`config.mk`:
```
export PLATFORM = sky130hd
export DESIGN_NAME = rr_arb_mux
export DESIGN_NICKNAME = d
export VERILOG_FILES = /design/src/rtl/rr_arb_mux.sv
export SDC_FILE = /design/constraint.sdc
export NUM_CORES = 1
export LEC_CHECK = 0
export ABC_AREA = 1
export BUFFER_PORTS_ARGS = -buffer_cell sky130_fd_sc_hd__buf_2
export CAP_MARGIN = 20
export CORE_AREA = 3 3 436 438
export CTS_BUF_LIST = sky130_fd_sc_hd__clkbuf_4 sky130_fd_sc_hd__clkbuf_8
export DETAILED_ROUTE_END_ITERATION = 12
export DIE_AREA = 0 0 439 441
export MAX_ROUTING_LAYER = met4
export PLACE_DENSITY = 0.31
export SYNTH_ARGS = -nofsm -noshare
export SYNTH_HDL_FRONTEND = slang
export SYNTH_SLANG_ARGS = --single-unit
```
`constraint.sdc`:
```
create_clock -name clk -period 20.9 [get_ports clk]
set_input_delay 1.045 -clock clk [delete_from_list [all_inputs] [get_ports clk]]
set_output_delay 1.045 -clock clk [all_outputs]
set_load 0.05 [all_outputs]
```
`src/rtl/rr_arb_mux.sv`:
```
// rr_arb_mux
//   Registered N-way multiplexer with valid/ready handshakes. Each cycle the
//   output register can be (re)loaded, one requesting channel is picked,
//   either round-robin from a rotating pointer or by an explicit select. The
//   chosen word is held in a single-entry output register until the consumer
//   takes it.
//
// Parameters
//   N        data width of every channel and of out_data
//   CHANNELS number of input channels (>= 2, any value)
//   S_WIDTH  width of s / out_sel (derived from CHANNELS)
//
// Ports
//   clk        rising-edge clock
//   rst        synchronous, active-high reset
//   mode       0 = round-robin, 1 = fixed select by s
//   s          channel select used in mode 1
//   in_valid   per-channel request
//   in_data    flattened channel data, channel i at [i*N +: N]
//   in_ready   one-hot (or zero) accept strobe for the granted channel
//   out_valid  output register holds a word
//   out_data   registered data word
//   out_sel    channel index the held word came from
//   out_ready  consumer accepts out_data this cycle

module rr_arb_mux #(
  parameter int N        = 32,
  parameter int CHANNELS = 32,
  parameter int S_WIDTH  = $clog2(CHANNELS)
) (
  input  logic                  clk,
  input  logic                  rst,
  input  logic                  mode,
  input  logic [S_WIDTH-1:0]    s,
  input  logic [CHANNELS-1:0]   in_valid,
  input  logic [CHANNELS*N-1:0] in_data,
  output logic [CHANNELS-1:0]   in_ready,
  output logic                  out_valid,
  output logic [N-1:0]          out_data,
  output logic [S_WIDTH-1:0]    out_sel,
  input  logic                  out_ready
);

  logic               load;
  logic               grant_found;
  logic [S_WIDTH-1:0] grant;
  logic [S_WIDTH-1:0] ptr;
  logic [S_WIDTH-1:0] ptr_next;
  logic [S_WIDTH-1:0] scan_idx;
  logic [N-1:0]       grant_data;
  int                 idx;

  always_comb begin
    load        = ~out_valid | out_ready;
    grant_found = 1'b0;
    grant       = '0;
    idx         = 0;
    scan_idx    = '0;

    if (!mode) begin
      // Scan from ptr upward; the wrap is explicit so a non-power-of-two
      // channel count never produces an index >= CHANNELS.
      for (int k = 0; k < CHANNELS; k++) begin
        idx = int'(ptr) + k;
        if (idx >= CHANNELS) idx = idx - CHANNELS;
        scan_idx = S_WIDTH'(idx);
        if (!grant_found && in_valid[scan_idx]) begin
          grant_found = 1'b1;
          grant       = scan_idx;
        end
      end
    end else if (int'(s) < CHANNELS) begin
      if (in_valid[s]) begin
        grant_found = 1'b1;
        grant       = s;
      end
    end
  end

  always_comb begin
    grant_data = '0;
    for (int i = 0; i < CHANNELS; i++) begin
      if (grant == S_WIDTH'(i)) grant_data = in_data[i*N +: N];
    end
  end

  always_comb begin
    ptr_next = (int'(grant) == CHANNELS - 1) ? '0 : grant + 1'b1;
  end

  // No transfer may complete while reset is asserted, so the strobe is
  // masked by rst as well as by load.
  always_comb begin
    in_ready = '0;
    for (int i = 0; i < CHANNELS; i++) begin
      if (!rst && load && grant_found && grant == S_WIDTH'(i)) in_ready[i] = 1'b1;
    end
  end

  always_ff @(posedge clk) begin
    if (rst) begin
      out_valid <= 1'b0;
      out_data  <= '0;
      out_sel   <= '0;
      ptr       <= '0;
    end else if (load) begin
      if (grant_found) begin
        out_valid <= 1'b1;
        out_data  <= grant_data;
        out_sel   <= grant;
        ptr       <= ptr_next;
      end else begin
        out_valid <= 1'b0;
      end
    end
  end

endmodule

```
==> results.toml, run 1 <==
[power_and_ir_drop]
power_density_mw_per_mm2 = 225
power_leakage_nw = 14.4
peakVddDrop_mv = 0.0835

[timing]
maxSlewHeadroom = 0.329
tns_ps = 0
clock-skew-final_ps = 35.1
setup_violations = 0
rsz0062_at_grt = "false"
min_period_ps = 11880
hold_viol = 0
fin_crit_sh = 0.568
fmax_ghz = 0.0842
drv_slew = 0
tightest_slew_ps = 1010

[clocking]
cts_made_buffers = 5
cts_root_buf = "clkbuf_8"
clk_latency_ps = 380
cts_resized = 0
clockBufferDepth = 2
cts.reportedPaths.clkPinSlew_ps = 130
cts_htree_levels = 2
ctsHoldBuffers = 0
cts_post_setup_buffers_inserted = 0
cts_tree = "yes"
cts_num_sinks = 43

[logic_synthesis]
synthFlopType = "dfxtp_1"
ys_async_sr_fraction = 0
synth_top_area_share = 0.308
synth_edf_count = 0
ys_ff_latch = 43
synth_area_leader_cell = "nand2_1"
ys.warnings.count = 0
syn_avg_cell_area_um2 = 4.71
synthDistinctLibCells = 58
synth.area.top_cells = "nand2_1 31%, nand3_1 14%, inv_1 8.6%, nor2_1 7.3%, a21oi_1 5.4%"
syn_area_mm2 = 0.0185
synth_fp_nets = 5012
seq_area_frac_synth = 0.0466
syn_inst = 3929

[critical_path]
cp_top_family = "simple AND/OR/NAND/NOR gates"
cp.arrival_ps = 12150
worstPathMaxFanout = 65
r2r_cells = 61
cp.depth = 61
critPathBufInv = 5
cpMostUsedCell = "nand2_1"
required_ps = 21170
crit_type = "flip-flop to flip-flop"
worst_setup_path_end_kind = "flip-flop"
r2r_slack_ps = 9020
critPathMaxStageDelay_ps = 830
startpoint_type = "flip-flop"
slowest_stage = "ha_1"

[drt]
via_per_inst = 4.03
vias = 30000
drc_errors = 0
wirelength_mm = 198
dr.first_iter.drc_count = 2478
post_drt_wl_per_cell_um = 26.6
drtAntennaViolNets = 0
dr.pass1.iters = 6

[floorplanning]
row_count = 159
die_w_um = 439
dieArea_mm2 = 0.194
dieHeight_um = 441
start_util = 0.0989
num_io_pins = 1135
fp.coreArea_mm2 = 0.187

[hold_path]
min_path_cells = 2
hold_class = "flip-flop to flip-flop"

[global_routing]
use_met1 = 0.246
globalRouteMet3Util = 0.0316
grt_util_met2 = 0.338
antenna_found_initial = 65
busiest_layer = "met2"
grt_overflow = 0
grt_pass1_wl_mm = 258
grt_max_degree = 66
grt_use_total = 0.199
grt_pass1_vias = 29800

[cells_and_area]
drive_gt1_frac = 0.297
area_growth_pct = 45.5
final_area_mm2 = 0.0269
fin_nets = 5989

[run_status]
status = "finished, final reports clean"

[run]
max_cap_viol_count = 0

[place]
gp_congestion = 0.966
io_buffers = 1134
dp_hpwl_mm = 167
place_area_mm2 = 0.0267
## cell families (layout without fill, tap and decap cells)
| logic type | count (synthesis) | after routing | share of synthesized area |
|---|---|---|---|
| flip-flops | 43 | 43 | 0.0466 |
| adder cells (fa/ha/maj) | 18 | 18 | 0.0122 |
| AO/OA/AOI/OAI | 497 | 497 | 0.147 |
| multiplexers | 3 | 3 | 0.00162 |
| AND/OR/NAND/NOR | 2666 | 2666 | 0.624 |
| buffers and inverters | 686 | 1664 | 0.159 |
| other | 0 | 46 | 0 |
| XOR/XNOR | 16 | 16 | 0.00981 |
## tightest hold or removal path: stages (launching register included)
cell and delay, ps:
dfxtp_1 330, nand2_1 60, a21oi_1 50
## cells in the mapped netlist (all sizes together), types with 3 or more instances
cell         instances
xor2                14
o21bai              11
clkbuf             106
buf                107
a31oi               12
o211ai              29
a21oi              203
nand3              510
ha                  18
o22ai                5
o21ai              211
nor4                 3
clkinv               7
nand3b               4
nand4               51
dlygate4sd3          4
o221ai               9
o21a                 8
nor2               381
dfxtp               43
mux2i                3
dlygate4sd1         13
inv                449
or2                178
nor3                11
nand2             1525
## cell type report
| cell class | instances | area [µm²] |
|---|---|---|
| multi-input combinational | 3200 | 14800 |
| antenna | 46 | 115 |
| sequential | 43 | 861 |
| clock buffer | 6 | 76.3 |
| tap | 2495 | 3120 |
| timing repair buffer | 1200 | 6170 |
| inverter | 456 | 1710 |
| clock inverter | 2 | 12.5 |
| fill | 22800 | 160000 |
## routing by layer
layer  share of wire  wire (µm)
met3           0.059      11700
met1            0.43      84500
met4           0.028       5470
met5               0          0
met2            0.49      96400
## sequential cells by signal, summed over array words and instances, names as in the netlist
signal	flops
ptr	5
out_valid	1
out_sel	5
out_data	32
## report_power, final
part	internal (mW)	switching [mW]
clock	0.0250	0.0457
sequential	0.110	0.0194
combinational	1.41	4.43
total	1.55	4.49
## worst paths after layout
path	start	endpoint
setup reg to reg	ptr[1]	out_data[27]
hold reg to reg	out_data[16]	out_data[16]
setup / recovery	ptr[1]	out_data[27]
hold / removal	out_data[16]	out_data[16]
## stage by stage
step           total power, mW  std cells  worst slack [ps]  hold slack [ps]   util
3_5_place_dp              6.08       7394              9030              456  0.143
6_report                  6.04       7448              9020              471  0.144
2_1_floorplan             3.21       3929             13700              685      -
5_1_grt                   6.65       7439              8140              491  0.144
4_1_cts                   6.17       7402              9020              473  0.143
3_3_place_gp              6.11       7394              9120              456  0.143
## layout by cell type, fill, tap and decap left out, types with 5 or more instances in the layout
cell type / instances
diode_2: 46
nand4_1: 44
o22ai_1: 5
a31oi_1: 11
clkinv_1: 5
buf_2: 1134
nand2_2: 10
o21ai_0: 194
nor2_4: 23
o211ai_1: 29
dfxtp_1: 43
xor2_1: 11
nand2_1: 1512
nand3_1: 505
o21bai_1: 11
o21a_1: 8
nor2_1: 348
inv_2: 34
or2_0: 19
buf_4: 66
inv_1: 416
ha_1: 17
o21ai_1: 17
or2_1: 16
a21oi_1: 199
clkbuf_8: 5
o221ai_1: 9
nor3_1: 11
or2_2: 143
nor2_2: 8
Power figures use the tool's default switching activity.
==> run 2, diff against run 1 <==
- CORE_AREA: 3 3 436 438 -> 3 3 437 439
- DIE_AREA: 0 0 439 441 -> 0 0 440 442
- clock period: 20.9 -> 11.3 ns (I/O delays scaled with it)
==> results.toml, run 2 (synthesis results as in run 1) <==
[run_status]
status = "finished, final reports clean"

[timing]
finalWorstSetupSlack_ps = 1530
tightest_slew_ps = 958
setup_violations = 0
tns_ps = 0
hold_viol = 0
holdWs_ps = 469
rsz0062_at_grt = "false"
clock-skew-final_ps = 37.8
drv_slew = 0
fin_crit_sh = 0.864
maxSlewHeadroom = 0.358
fmax_ghz = 0.102
min_period_ps = 9770

[cells_and_area]
largest_reg_flops = 32
fillCellCount = 22600
reg_top3 = "out_data (32), out_sel (5), ptr (5)"
top_register = "out_data"
final_common_cell = "nand2_1"
fin_nets = 6178
area_growth_pct = 55.2
layout_common_cells = "1,512 x nand2_1, 1,134 x buf_2, 505 x nand3_1"
instances_no_fill = 7634
fin_util = 0.153
final_area_mm2 = 0.0287
drive_gt1_frac = 0.322

[global_routing]
grt_max_degree = 65
antenna_found_initial = 63
grt_use_total = 0.197
grt_pass1_wl_mm = 259
grt_pass1_vias = 30500
grt_overflow = 0

[critical_path]
critPathMaxStageDelay_ps = 550
startpoint_type = "flip-flop"
crit_type = "flip-flop to flip-flop"
worst_setup_path_end_kind = "flip-flop"
cp.arrival_ps = 10030
required_ps = 11560
slowest_stage = "or4_1"
cpMostUsedCell = "nand2_1"
worstPathMaxFanout = 30

[drt]
wirelength_mm = 195
dr.first_iter.drc_count = 2409
drtAntennaViolNets = 0
dr.pass1.iters = 7
drc_errors = 0
vias = 30400
post_drt_wl_per_cell_um = 25.6
via_per_inst = 3.99

[clocking]
cts_resized = 0
cts_tree = "yes"
cts_num_sinks = 43
clockBufferDepth = 2
cts_made_buffers = 5
cts_htree_levels = 2
cts.reportedPaths.clkPinSlew_ps = 140
cts_root_buf = "clkbuf_8"
clk_latency_ps = 360
cts_post_setup_buffers_inserted = 0
ctsHoldBuffers = 0

[floorplanning]
start_util = 0.0985
row_count = 159
fp.coreArea_mm2 = 0.188
num_io_pins = 1135
die_w_um = 440
dieHeight_um = 442
dieArea_mm2 = 0.194

[place]
dp_cells = 7583
dp_slack_ps = 1320
io_buffers = 1134
place_area_mm2 = 0.0285
dp_hpwl_mm = 169
gp_congestion = 0.974

[power_and_ir_drop]
clockPowerShare = 0.010
internal-power_mw = 3.98
finalPower_mw = 12.9
switching_power_mw = 8.87
switching_share = 0.690
power_leakage_nw = 15.4
peakVddDrop_mv = 0.209
p_comb_frac = 0.971
pwr-share-seq = 0.019
power_density_mw_per_mm2 = 448

[hold_path]
hold_class = "flip-flop to flip-flop"

[run]
max_cap_viol_count = 0
## run 2: layout make-up
cell class | instances | area, µm² | area share
Sequential cell | 43 | 861 | 0.0300
Inverter | 456 | 1710 | 0.0597
Timing Repair Buffer | 1389 | 7980 | 0.278
Tap cell | 2495 | 3120 | 0.109
Clock buffer | 6 | 76.3 | 0.00266
Multi-Input combinational cell | 3200 | 14800 | 0.517
Antenna cell | 43 | 108 | 0.00375
Clock inverter | 2 | 12.5 | 0.000436
## run 2: final timing paths
check,start,to,slack [ps],depth (start not counted)
hold / removal,out_data[28],out_data[28],470,2
setup / recovery,ptr[1],out_data[9],1530,67
hold reg to reg,out_data[28],out_data[28],470,2
setup reg to reg,ptr[1],out_data[9],1530,67
## run 2: metal layers
| metal | vias up | routed length, µm | GRT usage |
|---|---|---|---|
| met4 | 0 | 5010 | 0.0420 |
| met1 | 14300 | 83500 | 0.247 |
| li1 | 14800 | - | - |
| met2 | 1245 | 94600 | 0.334 |
| met5 | - | 0 | - |
| met3 | 122 | 12200 | 0.0265 |
## run 2: power groups by stage
stage,clock (mW),sequential (mW),combinational [mW]
finish,0.126,0.242,12.5
global route,0.134,0.246,13.8
global placement,0,0.245,12.8
detailed placement,0,0.246,12.8
CTS,0.132,0.242,12.8
floorplan,0,0.366,5.56
## run 2: worst max-delay path: cells and delay by family (launching register included)
| kind | cells | cell delay [ps] |
|---|---|---|
| simple gates | 50 | 6230 |
| fa+ha+maj | 2 | 530 |
| compound gates | 6 | 920 |
| flops | 1 | 440 |
| buf+inv | 9 | 1500 |
